`src/rtl/axi_rd_arbiter_pkg.sv`:
```
// Shared constants for the two-master AXI read arbiter: FSM state encoding
// and the AXI burst/response codes used on the read path.
package axi_rd_arbiter_pkg;

   localparam logic [2:0] ST_IDLE  = 3'd0;
   localparam logic [2:0] ST_IC_AR = 3'd1;
   localparam logic [2:0] ST_IC_R  = 3'd2;
   localparam logic [2:0] ST_LS_AR = 3'd3;
   localparam logic [2:0] ST_LS_R  = 3'd4;

   localparam logic [1:0] AXI_BURST_INCR  = 2'b01;
   localparam logic [1:0] AXI_RESP_OKAY   = 2'b00;
   localparam logic [1:0] AXI_RESP_SLVERR = 2'b10;
   localparam logic [1:0] AXI_RESP_DECERR = 2'b11;

endpackage

```
`src/rtl/axi_rd_arbiter.sv`:
```
// Merges the icache (burst) and LSU (single-beat) AXI read masters onto one
// system read port. Define ARB_RR_EN for round-robin on simultaneous requests.
module axi_rd_arbiter
   import axi_rd_arbiter_pkg::*;
#(
   parameter int ADDR_W = 32,
   parameter int DATA_W = 32
) (
   input  logic              clock,
   input  logic              reset,
   input  logic              icache_arvalid,
   output logic              icache_arready,
   input  logic [ADDR_W-1:0] icache_araddr,
   input  logic [7:0]        icache_arlen,
   input  logic [2:0]        icache_arsize,
   input  logic [1:0]        icache_arburst,
   output logic              icache_rvalid,
   input  logic              icache_rready,
   output logic [DATA_W-1:0] icache_rdata,
   output logic [1:0]        icache_rresp,
   output logic              icache_rlast,
   input  logic              lsu_arvalid,
   output logic              lsu_arready,
   input  logic [ADDR_W-1:0] lsu_araddr,
   input  logic [2:0]        lsu_arsize,
   output logic              lsu_rvalid,
   input  logic              lsu_rready,
   output logic [DATA_W-1:0] lsu_rdata,
   output logic [1:0]        lsu_rresp,
   output logic              bus_arvalid,
   input  logic              bus_arready,
   output logic [ADDR_W-1:0] bus_araddr,
   output logic [7:0]        bus_arlen,
   output logic [2:0]        bus_arsize,
   output logic [1:0]        bus_arburst,
   input  logic              bus_rvalid,
   output logic              bus_rready,
   input  logic [DATA_W-1:0] bus_rdata,
   input  logic [1:0]        bus_rresp,
   input  logic              bus_rlast
);

   logic [2:0] state_q, state_d;
   logic       lsuWins;

`ifdef ARB_RR_EN
   // Remembers which master was granted last; reset value means icache.
   logic lastGrantLsu_q, lastGrantLsu_d;

   assign lsuWins = lsu_arvalid & (~icache_arvalid | ~lastGrantLsu_q);
   assign lastGrantLsu_d = (state_q == ST_IDLE && (lsu_arvalid || icache_arvalid))
                           ? lsuWins : lastGrantLsu_q;

   always_ff @(posedge clock or negedge reset) begin
      if (!reset) begin
         lastGrantLsu_q <= 1'b0;
      end else begin
         lastGrantLsu_q <= lastGrantLsu_d;
      end
   end
`else
   assign lsuWins = lsu_arvalid;
`endif

   always_ff @(posedge clock or negedge reset) begin
      if (!reset) begin
         state_q <= ST_IDLE;
      end else begin
         state_q <= state_d;
      end
   end

   // Every output is zero unless the current state owns it, so reset and
   // IDLE present a quiet bus on both sides.
   always_comb begin
      state_d        = state_q;
      icache_arready = 1'b0;
      lsu_arready    = 1'b0;
      bus_arvalid    = 1'b0;
      bus_araddr     = '0;
      bus_arlen      = '0;
      bus_arsize     = '0;
      bus_arburst    = '0;
      bus_rready     = 1'b0;
      icache_rvalid  = 1'b0;
      icache_rdata   = '0;
      icache_rresp   = '0;
      icache_rlast   = 1'b0;
      lsu_rvalid     = 1'b0;
      lsu_rdata      = '0;
      lsu_rresp      = '0;

      case (state_q)
         ST_IDLE: begin
            if (lsuWins) begin
               state_d = ST_LS_AR;
            end else if (icache_arvalid) begin
               state_d = ST_IC_AR;
            end
         end
         ST_IC_AR: begin
            bus_arvalid    = icache_arvalid;
            bus_araddr     = icache_araddr;
            bus_arlen      = icache_arlen;
            bus_arsize     = icache_arsize;
            bus_arburst    = icache_arburst;
            icache_arready = bus_arready;
            if (icache_arvalid && bus_arready) begin
               state_d = ST_IC_R;
            end
         end
         ST_IC_R: begin
            bus_araddr    = icache_araddr;
            icache_rvalid = bus_rvalid;
            icache_rdata  = bus_rdata;
            icache_rresp  = bus_rresp;
            icache_rlast  = bus_rlast;
            bus_rready    = icache_rready;
            if (bus_rvalid && icache_rready && bus_rlast) begin
               state_d = ST_IDLE;
            end
         end
         ST_LS_AR: begin
            bus_arvalid = lsu_arvalid;
            bus_araddr  = lsu_araddr;
            bus_arsize  = lsu_arsize;
            bus_arburst = AXI_BURST_INCR;
            lsu_arready = bus_arready;
            if (lsu_arvalid && bus_arready) begin
               state_d = ST_LS_R;
            end
         end
         ST_LS_R: begin
            bus_araddr = lsu_araddr;
            lsu_rvalid = bus_rvalid;
            lsu_rdata  = bus_rdata;
            lsu_rresp  = bus_rresp;
            bus_rready = lsu_rready;
            if (bus_rvalid && lsu_rready && bus_rlast) begin
               state_d = ST_IDLE;
            end
         end
         default: begin
            state_d = ST_IDLE;
         end
      endcase
   end

endmodule

```
`config.mk`:
```
export PLATFORM = sky130hd
export DESIGN_NAME = axi_rd_arbiter
export DESIGN_NICKNAME = d
export VERILOG_FILES = /design/src/rtl/axi_rd_arbiter_pkg.sv /design/src/rtl/axi_rd_arbiter.sv
export SDC_FILE = /design/constraint.sdc
export NUM_CORES = 1
export LEC_CHECK = 0
export ABC_AREA = 1
export ABC_CLOCK_PERIOD_IN_PS = 3560
export CAP_MARGIN = 20
export CORE_AREA = 2 2 95 97
export DETAILED_ROUTE_END_ITERATION = 10
export DIE_AREA = 0 0 97 99
export PLACE_DENSITY = 0.64
export SYNTH_ARGS = -nofsm -noshare
export SYNTH_HDL_FRONTEND = slang
export SYNTH_SLANG_ARGS = --single-unit
```
`constraint.sdc`:
```
create_clock -name clock -period 3.56 [get_ports clock]
set_input_delay 0.712 -clock clock [delete_from_list [all_inputs] [get_ports clock]]
set_output_delay 0.712 -clock clock [all_outputs]
set_load 0.01 [all_outputs]
```
Word-level counts from Yosys, hierarchy flattened
Cells that the tools add are included.
{"block": "totals", "regBits": 3, "inputBits": 123, "elab_cells": 42}
{"block": "classes", "n_eq_ne": 9, "n_mux": 22, "reduce_logical": 10}
{"op": "2-to-1 mux 32 bit", "n": 2}
{"op": "one-hot mux 32 bit (2 select lines)", "n": 1}
{"op": "2-to-1 mux 3 bit", "n": 6}
{"op": "one-hot mux 3 bit (5 select lines)", "n": 1}
{"op": "2-to-1 mux 8 bit", "n": 1}
{"op": "!= test 2 bit (second input constant)", "n": 4}
{"op": "equality test 3 x 2 -> 1 bit (second input constant)", "n": 2}
{"op": "logical AND 1 bit", "n": 6}
{"op": "one-hot mux 3 bit (2 select lines)", "n": 1}
{"op": "2-to-1 mux 1 bit", "n": 5}
{"op": "AND reduction 5 bit", "n": 1}
{"op": "2-to-1 mux 2 bit", "n": 2}
{"op": "one-hot mux 1 bit (2 select lines)", "n": 2}
{"op": "one-hot mux 2 bit (2 select lines)", "n": 1}
{"op": "OR reduction 2 bit", "n": 2}
{"op": "equality test 3 x 1 -> 1 bit (second input constant)", "n": 1}
{"op": "equality test 3 bit (second input constant)", "n": 1}
{"op": "logical NOT 3 bit", "n": 1}
{"op": "!= test 3 bit (second input constant)", "n": 1}

Longest topological paths before layout
{"block": "logic_depth", "ltp_word": 4, "mapped_depth": 7, "ltp_nobuf": 7}

Worst setup path before layout
No wires, ideal clock.
{"block": "synth_timing", "path_type": "register to output", "from": "register state_q[1]", "to": "output port bus_araddr[11]", "arrival_time_ps": 1174, "slack_ps": 1674, "stages_incl_launch_ff": 5, "n_path_buf": 1, "cell_sequence": "dfrtp_1 -> nor2_2 -> a21oi_4 -> buf_6 -> o21ai_0"}
{"block": "synth_via", "elab_chain_cells": 3, "elab_cells_between_ends": 7, "cone_classes": "4 x eq/ne; 1 x mux; 2 x reduce/logical"}
{"element": "from (decl)", "line": "axi_rd_arbiter.sv:43", "source": "logic [2:0] state_q, state_d;"}
{"element": "from (signal assigned)", "line": "axi_rd_arbiter.sv:69", "source": "state_q <= state_d;"}
{"element": "equality test 3 bit, or another cell as far along", "line": "axi_rd_arbiter.sv:93", "source": "case (state_q)"}
{"element": "OR reduction 2 bit (no line)"}
{"element": "one-hot mux 32 bit (2 select lines) (*)", "line": "axi_rd_arbiter.sv:93"}
{"element": "to (decl)", "line": "axi_rd_arbiter.sv:32", "source": "output logic [ADDR_W-1:0] bus_araddr,"}
Mark *: on every way between the ends. The rest lies on a longest branch, timed or not.

Worst setup path after layout
{"block": "layout_timing", "from": "register state_q[2]", "to": "output port bus_araddr[26]"}
Same word-level chain as after synthesis.

==> results.yml <==
worst_setup_path:
  cpMostUsedCell: "nand2_4"
  reg2regPathDepth: 6
  ff2ff_setup_slack_ns: 2.09
  cp_data_required_time_ns: 2.85
  cp_data_arrival_time_ns: 2.40
  end_kind: "output pin"
  crit_path_start_kind: "flop"
  crit_chain: "nor2_4 -> nand2_4 -> nand2_4 -> nand2_1 -> o21ai_0 -> clkdlybuf4s50_1"
  path_buf_inv: 1
  crit_slowest_cell: "clkdlybuf4s50_1"
  path_class: "reg -> out"
  worstReg2RegEnd: "state_q[1]$_DFFE_PN0P_"
  path_delay_family: "simple AND/OR/NAND/NOR gates"
  crit_fanout: 37
  crit_path_max_incr_delay_ns: 0.58
  reg2reg_from: "state_q[2]$_DFFE_PN0P_"
yosys:
  synth.avg_cell_area_um2: 4.74
  netlist_area_um2: 1420
  yosysSeqAreaShare: 0.0530
  synth_seq_cells: 3
  ys_warn_count: 0
  yosysUniqueCellTypes: 20
  synth_nets: 422
  syn_inst: 299
sta:
  rsz0062_at_grt: "false"
  setup_tns_ns: 0
  maxClockFrequency_mhz: 322
  period_share: 0.873
  skew_ns: 0.00129
  setup_viol: 0
  min_period_ns: 3.11
  final-hold-violation-count: 0
  maxSlewViolCount: 0
  maxSlewHeadroom: 0.570
  worst_slew_pin_slew_ns: 0.642
finish:
  largest_reg_flops: 3
  top_regs: "state_q: 3 flops"
  area.growth.synth_to_final_pct: 177
  layout-drive-gt1-share: 0.0506
  layout_common_cells: "clkdlybuf4s50_1 (242), inv_1 (85), nor2_1 (84)"
  num-nets-final: 658
  top_register: "state_q"
  diodes: 0
  finalInstanceArea_um2: 3930
  final_common_cell: "clkdlybuf4s50_1"
drt:
  drt_iter0_drc: 33
  routed_wl_um: 8310
  routedWlPerCell_um: 12.9
  final_antenna_net_count: 0
  via_count: 2551
  drcViolationCount: 0
  viasPerCell: 3.97
  dr.pass1.iters: 4
run_status:
  status: "finished clean"
clock_tree:
  clkLatencyLatePin_ns: 0.21
  cts_root_buffer: "clkbuf_8"
  cts_tree: "yes"
  hold_buffers: 0
  clock-sinks: 3
  htree_num_levels: 1
  clk_pin_slew_worst_paths_ns: 0.03
  clockBufferDepth: 2
  numCtsBuffers: 3
  cts_resized: 0
  post_cts_buffers: 0
power:
  fin_total_pwr_mw: 2.38
  peakVddDrop_mv: 0.307
  p_leak_nw: 1.88
  p_per_area_nw_per_um2: 606
global_route:
  gr-usage-all-layers: 0.168
  gr-total-overflow: 0
  grt_pass1_vias: 2615
  grt_pass1_wl_um: 13400
  antenna_found_initial: 0
  grt_start_max_net_pins: 38
floorplan:
  ioPinCount: 243
  row_count: 34
  initial_core_util: 0.166
  die_w_um: 97
  die_h_um: 99
  core_um2: 8550
  dieArea_um2: 9600
placed_design:
  placed_area_um2: 3890
  io_buffer_count: 242
  hpwl_um: 7200
  gp_congestion: 0.905
hold_path:
  hold_path.class: "in -> async"
run:
  maxCapViolCount: 0
==> worst max-delay path by stage <==
stage | slack (ns) | to | cells past startpoint | startpoint
finish | 0.45 | bus_araddr[26] | 6 | state_q[2]$_DFFE_PN0P_
floorplan | 1.67 | bus_araddr[11] | 4 | state_q[1]$_DFFE_PN0P_
global route | 0.21 | bus_araddr[19] | 6 | state_q[2]$_DFFE_PN0P_
detailed placement | 0.62 | bus_araddr[11] | 6 | state_q[2]$_DFFE_PN0P_
global placement | 0.72 | bus_araddr[19] | 6 | state_q[2]$_DFFE_PN0P_
CTS | 0.38 | bus_araddr[11] | 6 | state_q[2]$_DFFE_PN0P_
==> synthesized netlist by cell type, drive strengths merged <==
cell     n  area (um^2)
buf     14          110
inv     87          327
nor2    88          364
a21oi    1         16.3
nand3   15         75.1
dfrtp    3         75.1
o21ai   33          203
o22ai    1         6.26
o21bai   2         15.0
nand2   55          226
==> metrics by stage <==
stage                     hold WS (ns)  worst slack [ns]  std cells   util
final                            0.682             0.452        642  0.460
after global routing             0.684             0.206        642  0.460
after CTS                        0.682             0.385        642  0.460
after detailed placement         0.731             0.620        638  0.455
after global placement           0.705             0.720        638  0.455
after floorplan                  0.416              1.67        299      -
==> worst reg2reg max path, stage by stage, from the launching register on <==
cell and delay (ns):
dfrtp_1 0.69, nor2_8 0.10, nand2_2 0.11, buf_4 0.19
o21ai_0 0.12, nand3_1 0.10, nand2_1 0.05
==> logic make-up (layout without fill, tap and decap cells) <==
family	Yosys count	after routing	share of synthesized area
AO/OA/AOI/OAI	37	37	0.169
buffers and inverters	101	336	0.308
AND/OR/NAND/NOR	158	158	0.470
flip-flops	3	3	0.0530
==> report_power, final <==
group,internal (mW),switching [mW]
logic,1.13,1.07
clock network,0.0763,0.0218
registers,0.0518,0.0400
==> routing by layer <==
metal	part of all wire	vias up	routed length (um)	GRT usage
met2	0.50	144	4190	0.312
met3	0.11	4	935	0.0596
met4	0.0066	0	55	0.0249
met1	0.38	1079	3130	0.189
met5	0	-	0	0
li1	-	1324	-	-
==> layout make-up <==
type / instances / area, um^2
well taps: 108 / 135
flip-flops and latches: 3 / 75.1
multi-input cells: 195 / 906
inverters: 87 / 327
repair buffers: 245 / 2440
fillers: 889 / 4620
clock buffers: 4 / 45.0
No activity file was read; power rests on OpenSTA's default activity.
